<file path="config.mk">
export PLATFORM = sky130hd
export DESIGN_NAME = spi_flash_arbiter
export DESIGN_NICKNAME = d
export VERILOG_FILES = /design/src/rtl/spi_flash_arbiter.sv
export SDC_FILE = /design/constraint.sdc
export NUM_CORES = 1
export LEC_CHECK = 0
export CAP_MARGIN = 20
export CORE_MARGIN = 1
export CORE_UTILIZATION = 51
export CTS_BUF_LIST = sky130_fd_sc_hd__clkbuf_4
export CTS_CLUSTER_DIAMETER = 150
export CTS_CLUSTER_SIZE = 30
export DETAILED_ROUTE_END_ITERATION = 12
export HOLD_SLACK_MARGIN = 0.05
export PLACE_DENSITY_LB_ADDON = 0.3
export SETUP_SLACK_MARGIN = 0.02
export SLEW_MARGIN = 20
export SYNTH_ARGS = -nofsm -noshare
export SYNTH_HDL_FRONTEND = slang
export SYNTH_SLANG_ARGS = --single-unit
</file>
<file path="constraint.sdc">
create_clock -name clk -period 4.4 [get_ports clk]
set_input_delay 0.66 -clock clk [delete_from_list [all_inputs] [get_ports clk]]
set_output_delay 0.66 -clock clk [all_outputs]
set_load 0.01 [all_outputs]
</file>
<file path="src/rtl/spi_flash_arbiter.sv">
// Shares one SPI flash master between the instruction-fetch and data ports.
// Keeps an instruction read stream open so sequential fetches need only a cont pulse.
module spi_flash_arbiter #(
    parameter logic [7:0]  READ_CMD       = 8'h03,
    parameter logic [7:0]  WRITE_CMD      = 8'h02,
    parameter logic [5:0]  XFER_BITS      = 6'd32,
    parameter logic [15:0] TIMEOUT_CYCLES = 16'd8191
) (
    input  logic        clk,
    input  logic        rst_n,
    input  logic        i_req,
    input  logic [23:0] i_addr,
    output logic [31:0] i_rdata,
    output logic        i_ack,
    input  logic        d_req,
    input  logic        d_we,
    input  logic [23:0] d_addr,
    input  logic [31:0] d_wdata,
    output logic [31:0] d_rdata,
    output logic        d_ack,
    output logic        timeout,
    output logic        m_start,
    output logic        m_stop,
    output logic        m_cont,
    output logic        m_write_enable,
    output logic        m_is_instr,
    output logic [31:0] m_cmd_addr,
    output logic [5:0]  m_data_len,
    output logic [31:0] m_data_in,
    input  logic [31:0] m_data_out,
    input  logic        m_done
);

    typedef enum logic [2:0] {
        IDLE, STREAM, STOP, ISSUE, WAIT, DRAIN
    } state_t;

    state_t      state, state_nx;
    logic        stream_open, last_d, cur_i;
    logic        stop_idle, cont_q, tstop_q;
    logic [23:0] next_addr;
    logic [15:0] wdog;
    logic        can_grant, grant_i, grant_d, any_grant;
    logic        hit, wd_expire, arb_state;

    // A requester still sees its ack this cycle, so it must not be re-granted.
    always_comb begin
        can_grant = !i_ack && !d_ack;
        grant_i   = can_grant && i_req && (!d_req || last_d);
        grant_d   = can_grant && d_req && (!i_req || !last_d);
        any_grant = grant_i || grant_d;
        arb_state = (state == IDLE) || (state == STREAM);
        hit       = (state == STREAM) && stream_open && grant_i
                    && (i_addr == next_addr);
        wd_expire = !m_done && (wdog == TIMEOUT_CYCLES);
    end

    always_ff @(posedge clk or negedge rst_n) begin
        if (!rst_n) state <= IDLE;
        else        state <= state_nx;
    end

    always_comb begin
        state_nx = state;
        unique case (state)
            IDLE:   if (any_grant) state_nx = ISSUE;
            STREAM: begin
                if (hit)            state_nx = WAIT;
                else if (any_grant) state_nx = STOP;
            end
            STOP:   if (stop_idle) state_nx = ISSUE;
            ISSUE:  state_nx = WAIT;
            WAIT: begin
                if (m_done)         state_nx = cur_i ? STREAM : DRAIN;
                else if (wd_expire) state_nx = DRAIN;
            end
            DRAIN:  if (!m_done) state_nx = IDLE;
            default: state_nx = IDLE;
        endcase
    end

    always_comb begin
        m_start    = (state == ISSUE);
        m_stop     = ((state == STOP) && !stop_idle) || tstop_q;
        m_cont     = cont_q;
        m_data_len = XFER_BITS;
    end

    always_ff @(posedge clk or negedge rst_n) begin
        if (!rst_n) begin
            i_ack          <= 1'b0;
            d_ack          <= 1'b0;
            i_rdata        <= '0;
            d_rdata        <= '0;
            timeout        <= 1'b0;
            m_cmd_addr     <= '0;
            m_is_instr     <= 1'b0;
            m_write_enable <= 1'b0;
            m_data_in      <= '0;
            stream_open    <= 1'b0;
            last_d         <= 1'b1;
            cur_i          <= 1'b0;
            stop_idle      <= 1'b0;
            cont_q         <= 1'b0;
            tstop_q        <= 1'b0;
            next_addr      <= '0;
            wdog           <= '0;
        end else begin
            i_ack     <= 1'b0;
            d_ack     <= 1'b0;
            timeout   <= 1'b0;
            cont_q    <= 1'b0;
            tstop_q   <= 1'b0;
            stop_idle <= (state == STOP) && !stop_idle;
            wdog      <= (state == WAIT) ? wdog + 16'd1 : 16'd0;
            if (arb_state && any_grant) begin
                last_d <= grant_d;
                cur_i  <= grant_i;
                if (hit) begin
                    cont_q <= 1'b1;
                end else if (grant_i) begin
                    m_cmd_addr     <= {READ_CMD, i_addr};
                    m_is_instr     <= 1'b1;
                    m_write_enable <= 1'b0;
                end else begin
                    m_cmd_addr     <= {d_we ? WRITE_CMD : READ_CMD, d_addr};
                    m_is_instr     <= 1'b0;
                    m_write_enable <= d_we;
                    m_data_in      <= d_wdata;
                end
            end
            if (state == STOP) stream_open <= 1'b0;
            if (state == WAIT) begin
                if (m_done) begin
                    if (cur_i) begin
                        i_ack       <= 1'b1;
                        i_rdata     <= m_data_out;
                        next_addr   <= i_addr + 24'd4;
                        stream_open <= 1'b1;
                    end else begin
                        d_ack   <= 1'b1;
                        d_rdata <= m_write_enable ? 32'd0 : m_data_out;
                    end
                end else if (wd_expire) begin
                    tstop_q     <= 1'b1;
                    timeout     <= 1'b1;
                    stream_open <= 1'b0;
                    if (cur_i) begin
                        i_ack   <= 1'b1;
                        i_rdata <= 32'hFFFF_FFFF;
                    end else begin
                        d_ack   <= 1'b1;
                        d_rdata <= 32'hFFFF_FFFF;
                    end
                end
            end
        end
    end

endmodule

</file>
==> metrics, run 1 <==
worst r2r src=state[2]; Reg clk slew, reported paths=0.13 ns; Async SR Flop Fraction=1.00; kind of critical path=flip-flop to flip-flop; # DRC=0; commonest non-fill, non-tap cell in the layout=clkdlybuf4s50_1; max-cap check violation count=0; Iteration-0 DRC Markers=382; GRT Overall Usage=0.249; status=completed; Via Count=5989; Rel. slew slack=0.320; setup TNS=0 ns; Final setup viols=0; placed cell area=0.0105 mm2; Routed wire per std cell=17.4 um; # fillers=1093; Tmin final=3.12 ns; Hold Crit Class=input port to async pin; Sink Count=175; layout cells sized above 1=0.146; worst-path maximum fanout=27; Fin Clk Skew=0.0267 ns; internal power=4.61 mW; Via density=5.39; critical path endpoint category=flip-flop; FF-to-FF setup slack=1.28 ns; fin area=0.0108 mm2; Post-CTS Resized=0; CP Cell Sequence=or3b_1 > or2_2 > o211ai_1 > or3_1 > nor2_8 > mux2_2; first-pass GRT wire length=31400 um; final hold viol count=0; IO Port Bufs=247; CTS max path bufs=2; DP Wirelength=13900 um; fin nets=1029; CP startpoint kind=flip-flop; Cells after DPL=1078; Main synth FF type=dfrtp_1; combinational power share=0.464; CP arrival=3.55 ns; sw power=2.32 mW; Pre-Repair DR Iteration Count=4; Layout area overhead=35.9%; Leak=4.71 nW; drt total wl=19400 um; CP max stage cell=or3b_1; Synth Register Bits=175; hold slack=0.156 ns; Met2 Routed Length=9770 um; Sw Ratio=0.335; Max VDD drop=0.411 mV; Initial Utilization=0.523; Synth Warn #=0; largest net degree at the start of global routing=112; full die area=0.0161 mm2; setup bufs post-CTS=0; cts bufs inserted=17; Final Non-Filler Cells=1111; crit path to=m_cmd_addr[6]; worst-skew pair later-pin latency=0.56 ns; CP max stage delay=0.67 ns; Slew Limit Fails=0; grt total ovfl=0; vias in the first global route=6215; RSZ-0062 raised after global routing=no; # IOs=260; DR top layer=met4; R2R Path End=m_cmd_addr[6]; Least-Margin Pin Slew=1.02 ns; routability cong.=0.798; Routed met3 length=1230 um; TritonCTS clock tree=yes; Clock H-tree levels=4; Post-Syn Area=0.00796 mm2; Post-Synthesis Cells=678; Netlist cell types=49; power share of the clock group=0.135; Seq/Total Area, Yosys=0.551; Cell Rows=45; final worst-path cycle share=0.709; Post-CTS Hold Buffers=0; Flop pwr share=0.400; CP required=4.83 ns; power per cell area=641 mW/mm2; DRT met1 WL=7990 um; Die W=127 um; Post-Syn Area per Cell=11.7 um2; root buffer cell=clkbuf_4; R2R depth=6; Die Y=127 um; number of synthesized flops with an enable pin=0; DRT antenna net count=0; CORE AREA=0.0152 mm2; commonest non-fill, non-tap cells in the layout=246 x clkdlybuf4s50_1, 174 x dfrtp_1, 68 x nand2_1; fmax=321 MHz; initial antenna violation count=1; Crit. Startpoint=state[2]
==> final cells by class <==
cell class / instances / area [um2] / area share
inverter: 5 / 18.8 / 0.00174
clock buffer: 18 / 135 / 0.0125
clock inverter: 14 / 159 / 0.0147
timing repair buffer: 253 / 2530 / 0.234
antenna: 1 / 2.50 / 0.000232
multi-input combinational: 457 / 3340 / 0.309
tap: 188 / 235 / 0.0218
sequential: 175 / 4380 / 0.405
==> worst min path at each step <==
stage	start	end	slack [ns]	cells after the start
6_report	rst_n	wdog[5]	0.16	1
5_1_grt	rst_n	m_cmd_addr[3]	0.21	1
4_1_cts	rst_n	d_rdata[6]	0.25	1
3_5_place_dp	stop_idle	stop_idle	0.46	1
3_3_place_gp	stop_idle	stop_idle	0.45	1
2_1_floorplan	rst_n	cur_i	0.36	0
==> kinds of logic (layout without fill, tap and decap cells) <==
logic type,count (synthesis),in the layout,synth area share
XOR/XNOR,58,58,0.0648
other,2,13,0.000944
AO/OA/AOI/OAI,132,132,0.111
multiplexers,86,86,0.130
flip-flops,175,175,0.551
buffers and inverters,56,290,0.0351
adder cells (fa/ha/maj),2,2,0.00314
AND/OR/NAND/NOR,167,167,0.104
==> layer usage <==
metal,GRT usage,up-vias
met1,0.305,2968
met5,0,-
met4,0.0812,0
li1,-,2798
met2,0.424,193
met3,0.0734,30
==> through the flow <==
step,total power [mW],worst slack [ns],utilization
after floorplan,4.37,1.70,-
after global placement,5.92,1.06,0.691
after detailed placement,6.05,1.00,0.691
after CTS,7.00,1.27,0.710
after global routing,7.33,1.05,0.711
final,6.93,1.28,0.711
==> critical path: cells and delay by family (launching register included) <==
kind	cells	cell delay (ns)
compound gates	1	0.16
flops	1	0.52
mux	1	0.41
simple gates	4	1.92
==> sequential cells by signal, indices dropped and copies added (netlist names) <==
signal          flops
i_rdata            32
last_d              1
tstop_q             1
m_data_in          32
d_rdata            32
i_ack               1
wdog               16
stop_idle           1
next_addr          24
cur_i               1
m_cmd_addr         26
stream_open         1
m_is_instr          1
state               3
m_write_enable      1
m_cont              1
d_ack               1
==> Yosys cell counts, types with 2 or more instances <==
cell type | n | area [um2]
xor2_1 | 28 | 245
nand4_1 | 12 | 75.1
buf_6 | 3 | 33.8
conb_1 | 2 | 7.51
or2_2 | 3 | 18.8
nand2_1 | 68 | 255
nor4_1 | 3 | 18.8
and2_1 | 3 | 18.8
nor2_1 | 31 | 116
or3_1 | 3 | 18.8
or2_1 | 2 | 12.5
a21o_1 | 33 | 248
o21ai_0 | 23 | 115
and4_1 | 2 | 17.5
ha_1 | 2 | 25.0
buf_4 | 12 | 90.1
xnor2_1 | 29 | 254
nand3_1 | 19 | 95.1
a21oi_1 | 35 | 175
mux2_2 | 67 | 754
mux2_4 | 18 | 270
clkbuf_1 | 35 | 131
o22a_1 | 32 | 280
and3_1 | 9 | 56.3
o21a_1 | 2 | 15.0
dfrtp_1 | 174 | 4350
nor3_1 | 2 | 10.0
inv_1 | 5 | 18.8
==> power by group through the flow <==
stage	Clock, mW	Combinational [mW]	Sequential (mW)
after floorplan	0	1.37	3.00
after detailed placement	0	3.24	2.81
after global placement	0	3.16	2.76
after global routing	1.02	3.45	2.86
final	0.939	3.22	2.77
after CTS	0.965	3.26	2.77
Power figures use the tool's default switching activity.
==> run 2: changes to the inputs <==
--- a/config.mk
+++ b/config.mk
@@ -7,7 +7,7 @@
 export LEC_CHECK = 0
 export CAP_MARGIN = 20
 export CORE_MARGIN = 1
-export CORE_UTILIZATION = 51
+export CORE_UTILIZATION = 43
 export CTS_BUF_LIST = sky130_fd_sc_hd__clkbuf_4
 export CTS_CLUSTER_DIAMETER = 150
 export CTS_CLUSTER_SIZE = 30
==> constraint.sdc (replaced) <==
create_clock -name clk -period 2.8 [get_ports clk]
set_input_delay 0.42 -clock clk [delete_from_list [all_inputs] [get_ports clk]]
set_output_delay 0.42 -clock clk [all_outputs]
set_load 0.01 [all_outputs]
==> run 2 against run 1 <==
Against the previous run: clock-buffer cell count decreased by 1; register-to-register slack worse by 1.0 ns; largest power group unchanged; largest cell class unchanged; non-clock buffer count grew 41; highest routed layer unchanged.
==> metrics, run 2 (same netlist as run 1, synthesis figures left out) <==
Seq. cell area=0.00438 mm2 (unchanged); met3 usage=0.0772 (was 0.0734); Cell Rows=49 (was 45); commonest non-fill, non-tap cells in the layout=246 x clkdlybuf4s50_1, 174 x dfrtp_1, 68 x nand2_1 (unchanged); RSZ-0062 raised after global routing=no (unchanged); IO Port Bufs=247 (unchanged); Sink Count=175 (unchanged); power per cell area=1000 mW/mm2 (was 641 mW/mm2); Pre-Repair DR Iteration Count=5 (was 4); routability cong.=0.799 (was 0.798); # IOs=260 (unchanged); Least-Margin Pin Slew=0.629 ns (was 1.02 ns); max-cap check violation count=0 (unchanged); worst-path maximum fanout=11 (was 27); DP Wirelength=14200 um (was 13900 um); area of the multi-input gates=0.00337 mm2 (was 0.00334 mm2); largest registers=d_rdata: 32 flops, i_rdata: 32 flops, m_data_in: 32 flops (unchanged); Die Y=138 um (was 127 um); met2 usage in global routing=0.329 (was 0.424); CP arrival=2.18 ns (was 3.55 ns); TritonCTS clock tree=yes (unchanged); Via Count=6032 (was 5989); critical path endpoint category=primary output (was flip-flop); Final Non-Filler Cells=1194 (was 1111); final worst-path cycle share=0.927; CORE AREA=0.0180 mm2 (was 0.0152 mm2); placed cell area=0.0109 mm2 (was 0.0105 mm2); CTS max path bufs=2 (unchanged); fmax=385 MHz; Leak=4.96 nW (was 4.71 nW); Initial Utilization=0.441 (was 0.523); first-pass GRT wire length=32200 um (was 31400 um); Slew Limit Fails=0 (unchanged); Via density=5.05 (was 5.39); GRT Overall Usage=0.212 (was 0.249); Routed wire per std cell=16.7 um (was 17.4 um); cts bufs inserted=17 (unchanged); Layout area overhead=41.8% (was 35.9%); status=completed (unchanged); CP required=2.38 ns (was 4.83 ns); Rel. slew slack=0.580 (was 0.320); layout cells sized above 1=0.183 (was 0.146); Max VDD drop=0.611 mV (was 0.411 mV); grt total ovfl=0 (unchanged); routing usage on met1=0.279 (was 0.305); setup TNS=0 ns (unchanged); drt total wl=19900 um (was 19400 um); Die W=138 um (was 127 um); # DRC=0 (unchanged); Cells after DPL=1156 (was 1078); commonest non-fill, non-tap cell in the layout=clkdlybuf4s50_1 (unchanged); full die area=0.0191 mm2 (was 0.0161 mm2); fin area=0.0113 mm2 (was 0.0108 mm2); Tmin final=2.60 ns; initial antenna violation count=2 (was 1); root buffer cell=clkbuf_4 (unchanged); Hold Crit Class=input port to async pin (unchanged); GR peak layer=met2 (unchanged); kind of critical path=flip-flop to primary output (was flip-flop to flip-flop); Final setup viols=0 (unchanged); final hold viol count=0 (unchanged); Fin Clk Skew=0.0237 ns (was 0.0267 ns); # fillers=1499 (was 1093); worst-skew pair later-pin latency=0.55 ns (was 0.56 ns); Iteration-0 DRC Markers=252 (was 382); vias in the first global route=6000 (was 6215); fin nets=1071 (was 1029); Reg clk slew, reported paths=0.14 ns (was 0.13 ns); DRT antenna net count=0 (unchanged); Clock H-tree levels=4 (unchanged); largest net degree at the start of global routing=62 (was 112); CP startpoint kind=flip-flop (unchanged)
==> run 2: cell count changes in the layout (fill, tap and decap cells not counted), sizes merged <==
cell	before	now
diode	1	2
inv	9	11
clkinv	5	3
clkinvlp	3	1
clkbuf	19	17
nor2	32	33
buf	6	47
dlygate4sd3	0	1
bufinv	2	4
==> run 2: power breakdown <==
group          internal, mW  switching [mW]  total, mW  leakage [nW]
Sequential             3.66           0.664       4.32          2.13
Combinational          3.21            2.08       5.29          2.65
Clock                 0.726           0.941       1.67         0.173
Total                  7.60            3.68       11.3          4.96
==> run 2: layout make-up <==
type / instances / share of cell area
inverters: 5 / 0.00166
clock inverters: 14 / 0.0181
well taps: 229 / 0.0254
clock buffers: 17 / 0.0113
repair buffers: 294 / 0.256
flip-flops and latches: 175 / 0.388
diodes: 2 / 0.000444
multi-input cells: 458 / 0.298
==> run 2: metal layers <==
metal | wire length [um] | up-vias | share of wire
li1 | - | 2903 | -
met1 | 8710 | 2925 | 0.44
met2 | 9420 | 184 | 0.47
met3 | 1470 | 20 | 0.074
met4 | 325 | 0 | 0.016
met5 | 0 | - | 0
==> run 2: what timing repair did <==
action	in CTS	in global routing
endpoints found under the setup margin	1	26
gates cloned	0	1
pin swaps	0	2
hold buffers	1	0
setup buffers	0	3
endpoints found under the hold margin	53	0
resized for setup	1	1
==> run 2: critical path: stages (launching register included) <==
cell and delay (ns):
dfrtp_1 0.54, nor4b_4 0.41, or2_2 0.16, clkdlybuf4s50_1 0.53
==> run 2: metrics by stage <==
| stage | setup WS, ns | power [mW] | hold slack [ns] | utilization |
|---|---|---|---|---|
| finish | 0.204 | 11.3 | 0.403 | 0.626 |
| global route | 0.0537 | 12.0 | 0.393 | 0.626 |
| CTS | 0.0681 | 11.2 | 0.376 | 0.622 |
| detailed placement | -0.132 | 9.56 | 0.434 | 0.603 |
| global placement | -0.0688 | 9.45 | 0.433 | 0.603 |
| floorplan | 0.340 | 6.87 | 0.124 | - |
==> run 2: final timing paths <==
check,startpoint,endpoint,slack (ns),cells after the start
worst max-delay path,state[2],m_stop,0.20,3
worst min-delay path,rst_n,wdog[0],0.40,2
worst max register to register,wdog[1],m_cmd_addr[24],0.27,8
worst min register to register,last_d,last_d,0.48,2
max in group asynchronous,rst_n,d_rdata[28],1.65,3
min in group clk,d_we,m_write_enable,0.46,3
==> run 3: changes to the inputs <==
--- a/config.mk
+++ b/config.mk
@@ -5,17 +5,15 @@
 export SDC_FILE = /design/constraint.sdc
 export NUM_CORES = 1
 export LEC_CHECK = 0
-export CAP_MARGIN = 20
 export CORE_MARGIN = 1
 export CORE_UTILIZATION = 43
 export CTS_BUF_LIST = sky130_fd_sc_hd__clkbuf_4
 export CTS_CLUSTER_DIAMETER = 150
 export CTS_CLUSTER_SIZE = 30
 export DETAILED_ROUTE_END_ITERATION = 12
-export HOLD_SLACK_MARGIN = 0.05
+export HOLD_SLACK_MARGIN = 0.1
 export PLACE_DENSITY_LB_ADDON = 0.3
 export SETUP_SLACK_MARGIN = 0.02
-export SLEW_MARGIN = 20
 export SYNTH_ARGS = -nofsm -noshare
 export SYNTH_HDL_FRONTEND = slang
 export SYNTH_SLANG_ARGS = --single-unit
==> results of run 3 <==
The final DEF is identical to that of run 2; final timing and power are the same.
